**src/rtl/gray_bin_conv_seq.sv**
```systemverilog
// gray_bin_conv_seq: bit-serial Gray<->binary converter, STEP bits/cycle MSB first (in_valid/in_ready/in_mode/din in, out_valid/out_ready/dout/out_mode out, busy while converting)
module gray_bin_conv_seq #(
  parameter int N = 10,
  parameter int STEP = 1
) (
  input  logic         clk,
  input  logic         rst_n,
  input  logic         in_valid,
  output logic         in_ready,
  input  logic         in_mode,
  input  logic [N-1:0] din,
  output logic         out_valid,
  input  logic         out_ready,
  output logic [N-1:0] dout,
  output logic         out_mode,
  output logic         busy
);
  localparam int C = (N + STEP - 1) / STEP;
  localparam int W = C * STEP;
  localparam int CW = C > 1 ? $clog2(C) : 1;
  typedef enum logic [1:0] {IDLE, BUSY, DONE} state_t;
  state_t state_q;
  logic [W-1:0] data_q, res_q, res_d;
  logic [STEP-1:0] chunk_d;
  logic [CW-1:0] cnt_q;
  logic [N-1:0] dout_q;
  logic mode_q, carry_q, carry_d, out_mode_q, acc;
  always_comb begin
    carry_d = carry_q;
    chunk_d = '0;
    for (int j = 0; j < STEP; j++) begin
      chunk_d[STEP-1-j] = carry_d ^ data_q[W-1-j];
      carry_d = mode_q ? data_q[W-1-j] : chunk_d[STEP-1-j];
    end
    res_d = (res_q << STEP) | W'(chunk_d);
  end
  assign in_ready = state_q == IDLE || (state_q == DONE && out_ready);
  assign acc = in_valid && in_ready;
  assign out_valid = state_q == DONE;
  assign busy = state_q == BUSY;
  assign dout = dout_q;
  assign out_mode = out_mode_q;
  always_ff @(posedge clk or negedge rst_n) begin
    if (!rst_n) begin
      state_q <= IDLE;
      data_q <= '0;
      res_q <= '0;
      cnt_q <= '0;
      mode_q <= 1'b0;
      carry_q <= 1'b0;
      dout_q <= '0;
      out_mode_q <= 1'b0;
    end else if (acc) begin
      state_q <= BUSY;
      data_q <= W'(din) << (W - N);
      res_q <= '0;
      cnt_q <= '0;
      mode_q <= in_mode;
      carry_q <= 1'b0;
    end else if (state_q == BUSY) begin
      data_q <= data_q << STEP;
      res_q <= res_d;
      carry_q <= carry_d;
      cnt_q <= cnt_q + 1'b1;
      if (cnt_q == CW'(C - 1)) begin
        state_q <= DONE;
        dout_q <= res_d[W-1 -: N];
        out_mode_q <= mode_q;
      end
    end else if (state_q == DONE && out_ready) begin
      state_q <= IDLE;
    end
  end
endmodule

```
**config.mk**
```make
export PLATFORM = sky130hd
export DESIGN_NAME = gray_bin_conv_seq
export DESIGN_NICKNAME = d
export VERILOG_FILES = /design/src/rtl/gray_bin_conv_seq.sv
export SDC_FILE = /design/constraint.sdc
export NUM_CORES = 1
export LEC_CHECK = 0
export ABC_AREA = 1
export ABC_CLOCK_PERIOD_IN_PS = 2800
export BUFFER_PORTS_ARGS = -buffer_cell sky130_fd_sc_hd__buf_2
export CAP_MARGIN = 20
export CORE_UTILIZATION = 59
export CTS_CLUSTER_DIAMETER = 40
export DETAILED_ROUTE_END_ITERATION = 8
export GPL_ROUTABILITY_DRIVEN = 0
export PLACE_DENSITY = 0.9
export SYNTH_ARGS = -nofsm -noshare
export SYNTH_HDL_FRONTEND = slang
export SYNTH_SLANG_ARGS = --single-unit
```
**constraint.sdc**
```tcl
create_clock -name clk -period 2.8 [get_ports clk]
set_input_delay 0.28 -clock clk [delete_from_list [all_inputs] [get_ports clk]]
set_output_delay 0.28 -clock clk [all_outputs]
set_load 0.03 [all_outputs]
```
---- Word level (Yosys, flattened, before mapping) ----
Index checks and enable logic that the tools add are counted.
storage, ports and cells
  flip-flop bits (word level) ............. 38
  latch bits .............................. 0
  memory bits (writable) .................. 0
  bits in read-only memories .............. 0
  bits of input ports ..................... 15
  output and inout port bits .............. 14
  logic and storage cells ................. 37
  memories ................................ 0
cells by class
  add/sub/neg operators ................... 1
  $mul .................................... 0
  divide/modulo/power cells ............... 0
  order comparisons ....................... 0
  equal/unequal tests ..................... 4
  shifts and indexed selects .............. 0
  mux-type cells .......................... 13
  bitwise operators ....................... 3
  reduce and logical (&&, ||, !) cells .... 8
operators by type and width
  cell                                                             number
  10-bit 2-to-1 mux                                                2
  9-bit 2-to-1 mux                                                 2
  10-bit by 1-bit OR with 10-bit output                            1
  2-bit 2-to-1 mux                                                 4
  4-bit 2-to-1 mux                                                 2
  4-bit by 1-bit adder with 4-bit output, second input constant    1
  4-bit == test, second input constant                             1
  1-bit 2-to-1 mux                                                 3
  3-bit by 1-bit != test with 1-bit output, second input constant  1
  3-bit AND reduction                                              1
  3-bit nonzero test                                               1
  2-bit by 1-bit == test with 1-bit output, second input constant  1
  2-bit == test, second input constant                             1
  1-bit logical AND                                                2
  2-bit zero test                                                  1
  2-bit AND reduction                                              1
  2-bit nonzero test                                               1
  1-bit logical OR                                                 1
  1-bit NOT                                                        1
  1-bit XOR                                                        1

---- Logic depth before layout (Yosys ltp) ----
  word-level depth ........................ 6
  mapped depth ............................ 8
  depth with buffers taken out ............ 7

---- Worst setup path after synthesis ----
Ideal clock, no wire load.
  kind .................................... register to register
  start ................................... reg state_q[1]
  end ..................................... reg state_q[0]
  library setup time ...................... 0.118 ns
  arrival ................................. 1.178 ns
  data required time ...................... 2.682 ns
  path slack .............................. 1.504 ns
  cell stages (with the launch flop) ...... 6
  buffers on the path ..................... 0
  period minus slack after synthesis ...... 1.296 ns
  path through ............................ dfrtp_1 -> inv_1 -> nor2_1 -> nand2_1 -> nand3_1 -> nand2_1
between the ends
  cells in the longest elaborated chain, start to end .. 6
  elaborated cells between the ends (all ways) .. 11
  those cells by class .................... eq/ne (3); mux (2); reduce/logical (6)
RTL lines
  element                                                                                          line    source
  from (decl)                                                                                      22      state_t state_q;
  from (signal assigned)                                                                           45      state_q <= IDLE;
  from (signal assigned)                                                                           54      state_q <= BUSY;
  from (signal assigned)                                                                           66      state_q <= DONE;
  2-bit == test *                                                                                  n/a
  named net out_valid                                                                              12      output logic out_valid,
  1-bit logical AND *                                                                              37, 70
  1-bit logical OR                                                                                 37      assign in_ready = state_q == IDLE || (state_q == DONE && out_ready);
  1-bit logical AND                                                                                38      assign acc = in_valid && in_ready;
  3-bit by 1-bit != test with 1-bit output (no source line) or 3-bit nonzero test (tied branches)  n/a
  2-bit AND reduction (no source line)                                                             n/a
Mark *: on every way through the listed nets, which the timed path passes. The rest lies on a longest branch.
A chain may end at the register's enable or synchronous reset.

---- Worst setup path in the final report ----
  start ................................... reg state_q[0]
  end ..................................... out busy
between the ends
  cells in the longest elaborated chain, start to end .. 1
RTL lines
  element                                   line  source
  2-bit by 1-bit == test with 1-bit output  40    assign busy = state_q == BUSY;
  to (decl)                                 16    output logic busy
No other way between the ends.

==> impl_metrics.json <==
{
  "finalCriticalPeriod_ns": 1.86,
  "die_x_um": 56.4,
  "antenna_found_initial": 0,
  "arrival_ns": 1.58,
  "post-route-cell-area_um2": 1910,
  "synth_top_area_share_pct": 54.4,
  "port_buffers": 28,
  "seq_power_share_pct": 44.7,
  "relSlewSlack_pct": 35.4,
  "timing.rr.start": "state_q[1]$_DFFE_PN0P_",
  "finalWirelength_mm": 3.10,
  "grt_max_degree": 39,
  "final_common_cell": "nand2_1",
  "n_antenna_cell": 0,
  "syn2layout_area_growth_pct": 9.38,
  "clkLatencyLatePin_ns": 0.33,
  "num-nets-final": 248,
  "ir_drop_v": 0.000753,
  "final_cell_mix": "60 x nand2_1, 38 x dfrtp_1, 28 x buf_2, 26 x nand3_1, 24 x inv_1",
  "grt.overflow.total": 0,
  "synth_nets": 223,
  "status": "finished, final reports clean",
  "drive_above_1_share_pct": 16.5,
  "post-cts-setup-buffers": 0,
  "hold_buffers": 0,
  "netlist_instances": 206,
  "hold_class": "input port to asynchronous set/reset pin",
  "nFillCells": 223,
  "p_int_w": 0.00114,
  "cts_sinks": 38,
  "finalHoldViolCount": 0,
  "synth.avg_cell_area_um2": 8.48,
  "rsz0062_at_grt": "no",
  "fp-row-count": 19,
  "htree_levels": 2,
  "critPathCaptureType": "output port",
  "critPathSlowestCell": "dfrtp_1",
  "syn_area_um2": 1750,
  "worstSetupPathType": "register to output port",
  "die_area_um2": 3180,
  "p_comb_share_pct": 42.8,
  "skew_ns": 0.00698,
  "post_drt_wl_per_cell_um": 11.8,
  "final_antenna_net_count": 0,
  "ff2ff_setup_slack_ns": 1.00,
  "netlist-cell-type-count": 19,
  "r2r-end": "res_q[2]$_DFFE_PN0P_",
  "dpl_cell_area_um2": 1870,
  "max_cap_viol_count": 0,
  "cts.clk_slew.worst_paths_ns": 0.10,
  "required_ns": 2.52,
  "root_buffer": "clkbuf_4",
  "vias": 1373,
  "start_util_pct": 62.8,
  "cts_resized": 0,
  "fin_util_pct": 68.7,
  "grt_pass1_wl_mm": 5.42,
  "dr.pass1.iters": 5,
  "powerDensity_nw_per_um2": 1080,
  "seq_area_um2": 951,
  "multiInputGateArea_um2": 642,
  "p_leak_nw": 1.07,
  "synth_seq_area_share_pct": 54.4,
  "stdcell_count": 262,
  "slew_viol_final": 0,
  "vias_per_cell": 5.24,
  "path_cells": "inv_2, nor2_4, buf_2",
  "clock_power_share_pct": 12.5,
  "grt_pass1_vias": 1285,
  "fin_crit_sh_pct": 66.3,
  "dp_cells": 255,
  "cts_tree": "yes",
  "crit_path_max_fanout": 17,
  "drt_iter0_drc": 68,
  "critPathLaunchType": "register",
  "track_usage_pct": 22.1,
  "power.switching_w": 0.000911,
  "yosys.area.top_type": "dfrtp_1",
  "tightest_slew_ns": 0.967,
  "synth-seq-cells": 38,
  "route.detailed.drc": 0,
  "timing.setup.tns_ns": 0,
  "switching_share_pct": 44.3,
  "dp_hpwl_mm": 2.01,
  "cts_buffers": 5,
  "whs_ns": 0.0286,
  "ys_warn_count": 0,
  "core_um2": 2780,
  "synth.area.top_cells": "dfrtp_1 54%, nand2_1 13%, nand3_1 7.4%, inv_1 5.2%, o21ai_0 4.3%",
  "fmax_mhz": 539,
  "setup_viol": 0,
  "critical-path-max-stage-delay_ns": 0.47,
  "clockBufferDepth": 2,
  "io_pins": 29,
  "dieHeight_um": 56.4,
  "r2r_cells": 5
}
kinds of logic (layout without fill, tap and decap cells):
family | after synthesis | after routing | share of synthesized area (%)
AND/OR/NAND/NOR | 107 | 107 | 27.8
flip-flops | 38 | 38 | 54.4
buffers and inverters | 35 | 60 | 8.81
AO/OA/AOI/OAI | 21 | 21 | 6.02
XOR/XNOR | 3 | 3 | 1.50
adder cells (fa/ha/maj) | 2 | 2 | 1.43
per-layer routing:
metal	wire length, µm	GRT usage [%]	up-vias	share of wire [%]
met5	0	0	-	0
met4	30	8.36	0	0.97
met3	134	4.84	4	4.3
met2	1520	36.1	32	49
met1	1420	29.0	631	46
li1	-	-	706	-
power groups by stage:
stage,Sequential (W),Combinational [W],Clock [W]
global placement,0.000919,0.000840,0
finish,0.000918,0.000880,0.000256
floorplan,0.00101,0.000600,0
global route,0.000948,0.000998,0.000280
detailed placement,0.000930,0.000868,0
CTS,0.000918,0.000886,0.000259
flip-flops by register name, indices dropped and copies added (netlist names):
register / flops
data_q: 10
out_mode: 1
res_q: 9
dout: 10
mode_q: 1
cnt_q: 4
state_q: 2
carry_q: 1
stage by stage:
step	power, W	worst slack, ns
after floorplan	0.00161	1.50
after global placement	0.00176	1.16
after detailed placement	0.00180	1.09
after CTS	0.00206	0.949
after global routing	0.00223	0.829
final	0.00205	0.945
worst max-delay path by stage:
stage                            from                      to  slack, ns
3_5_place_dp   state_q[1]$_DFFE_PN0P_    res_q[6]$_DFFE_PN0P_       1.09
2_1_floorplan  state_q[1]$_DFFE_PN0P_  state_q[0]$_DFFE_PN0P_       1.50
3_3_place_gp   state_q[1]$_DFFE_PN0P_    cnt_q[3]$_DFFE_PN0P_       1.16
6_report       state_q[0]$_DFFE_PN0P_                    busy       0.94
4_1_cts        state_q[0]$_DFFE_PN0P_                    busy       0.95
5_1_grt        state_q[0]$_DFFE_PN0P_                    busy       0.83
cells in the mapped netlist:
library cell,count
nand3_1,26
nor2_4,1
buf_6,1
nand4_1,10
nor2_1,7
buf_4,2
nand2_1,60
o21ai_1,5
nand3_4,1
o21ai_0,15
nand2_2,2
buf_1,1
inv_1,24
a21oi_1,1
inv_2,1
ha_1,2
dfrtp_1,38
buf_2,6
xor2_1,3
cell type report:
cell class / instances / area share (%)
sequential: 38 / 49.8
multi-input combinational: 133 / 33.6
timing repair buffer: 28 / 7.33
inverter: 25 / 4.91
clock buffer: 7 / 2.36
tap: 31 / 2.03
worst max-delay path, delay by kind of cell, from the launching register on:
family        cells  cell delay, ns
flops             1            0.47
buf+inv           2            0.43
simple gates      1            0.34
Note: power is estimated with default switching activity, not from simulation.
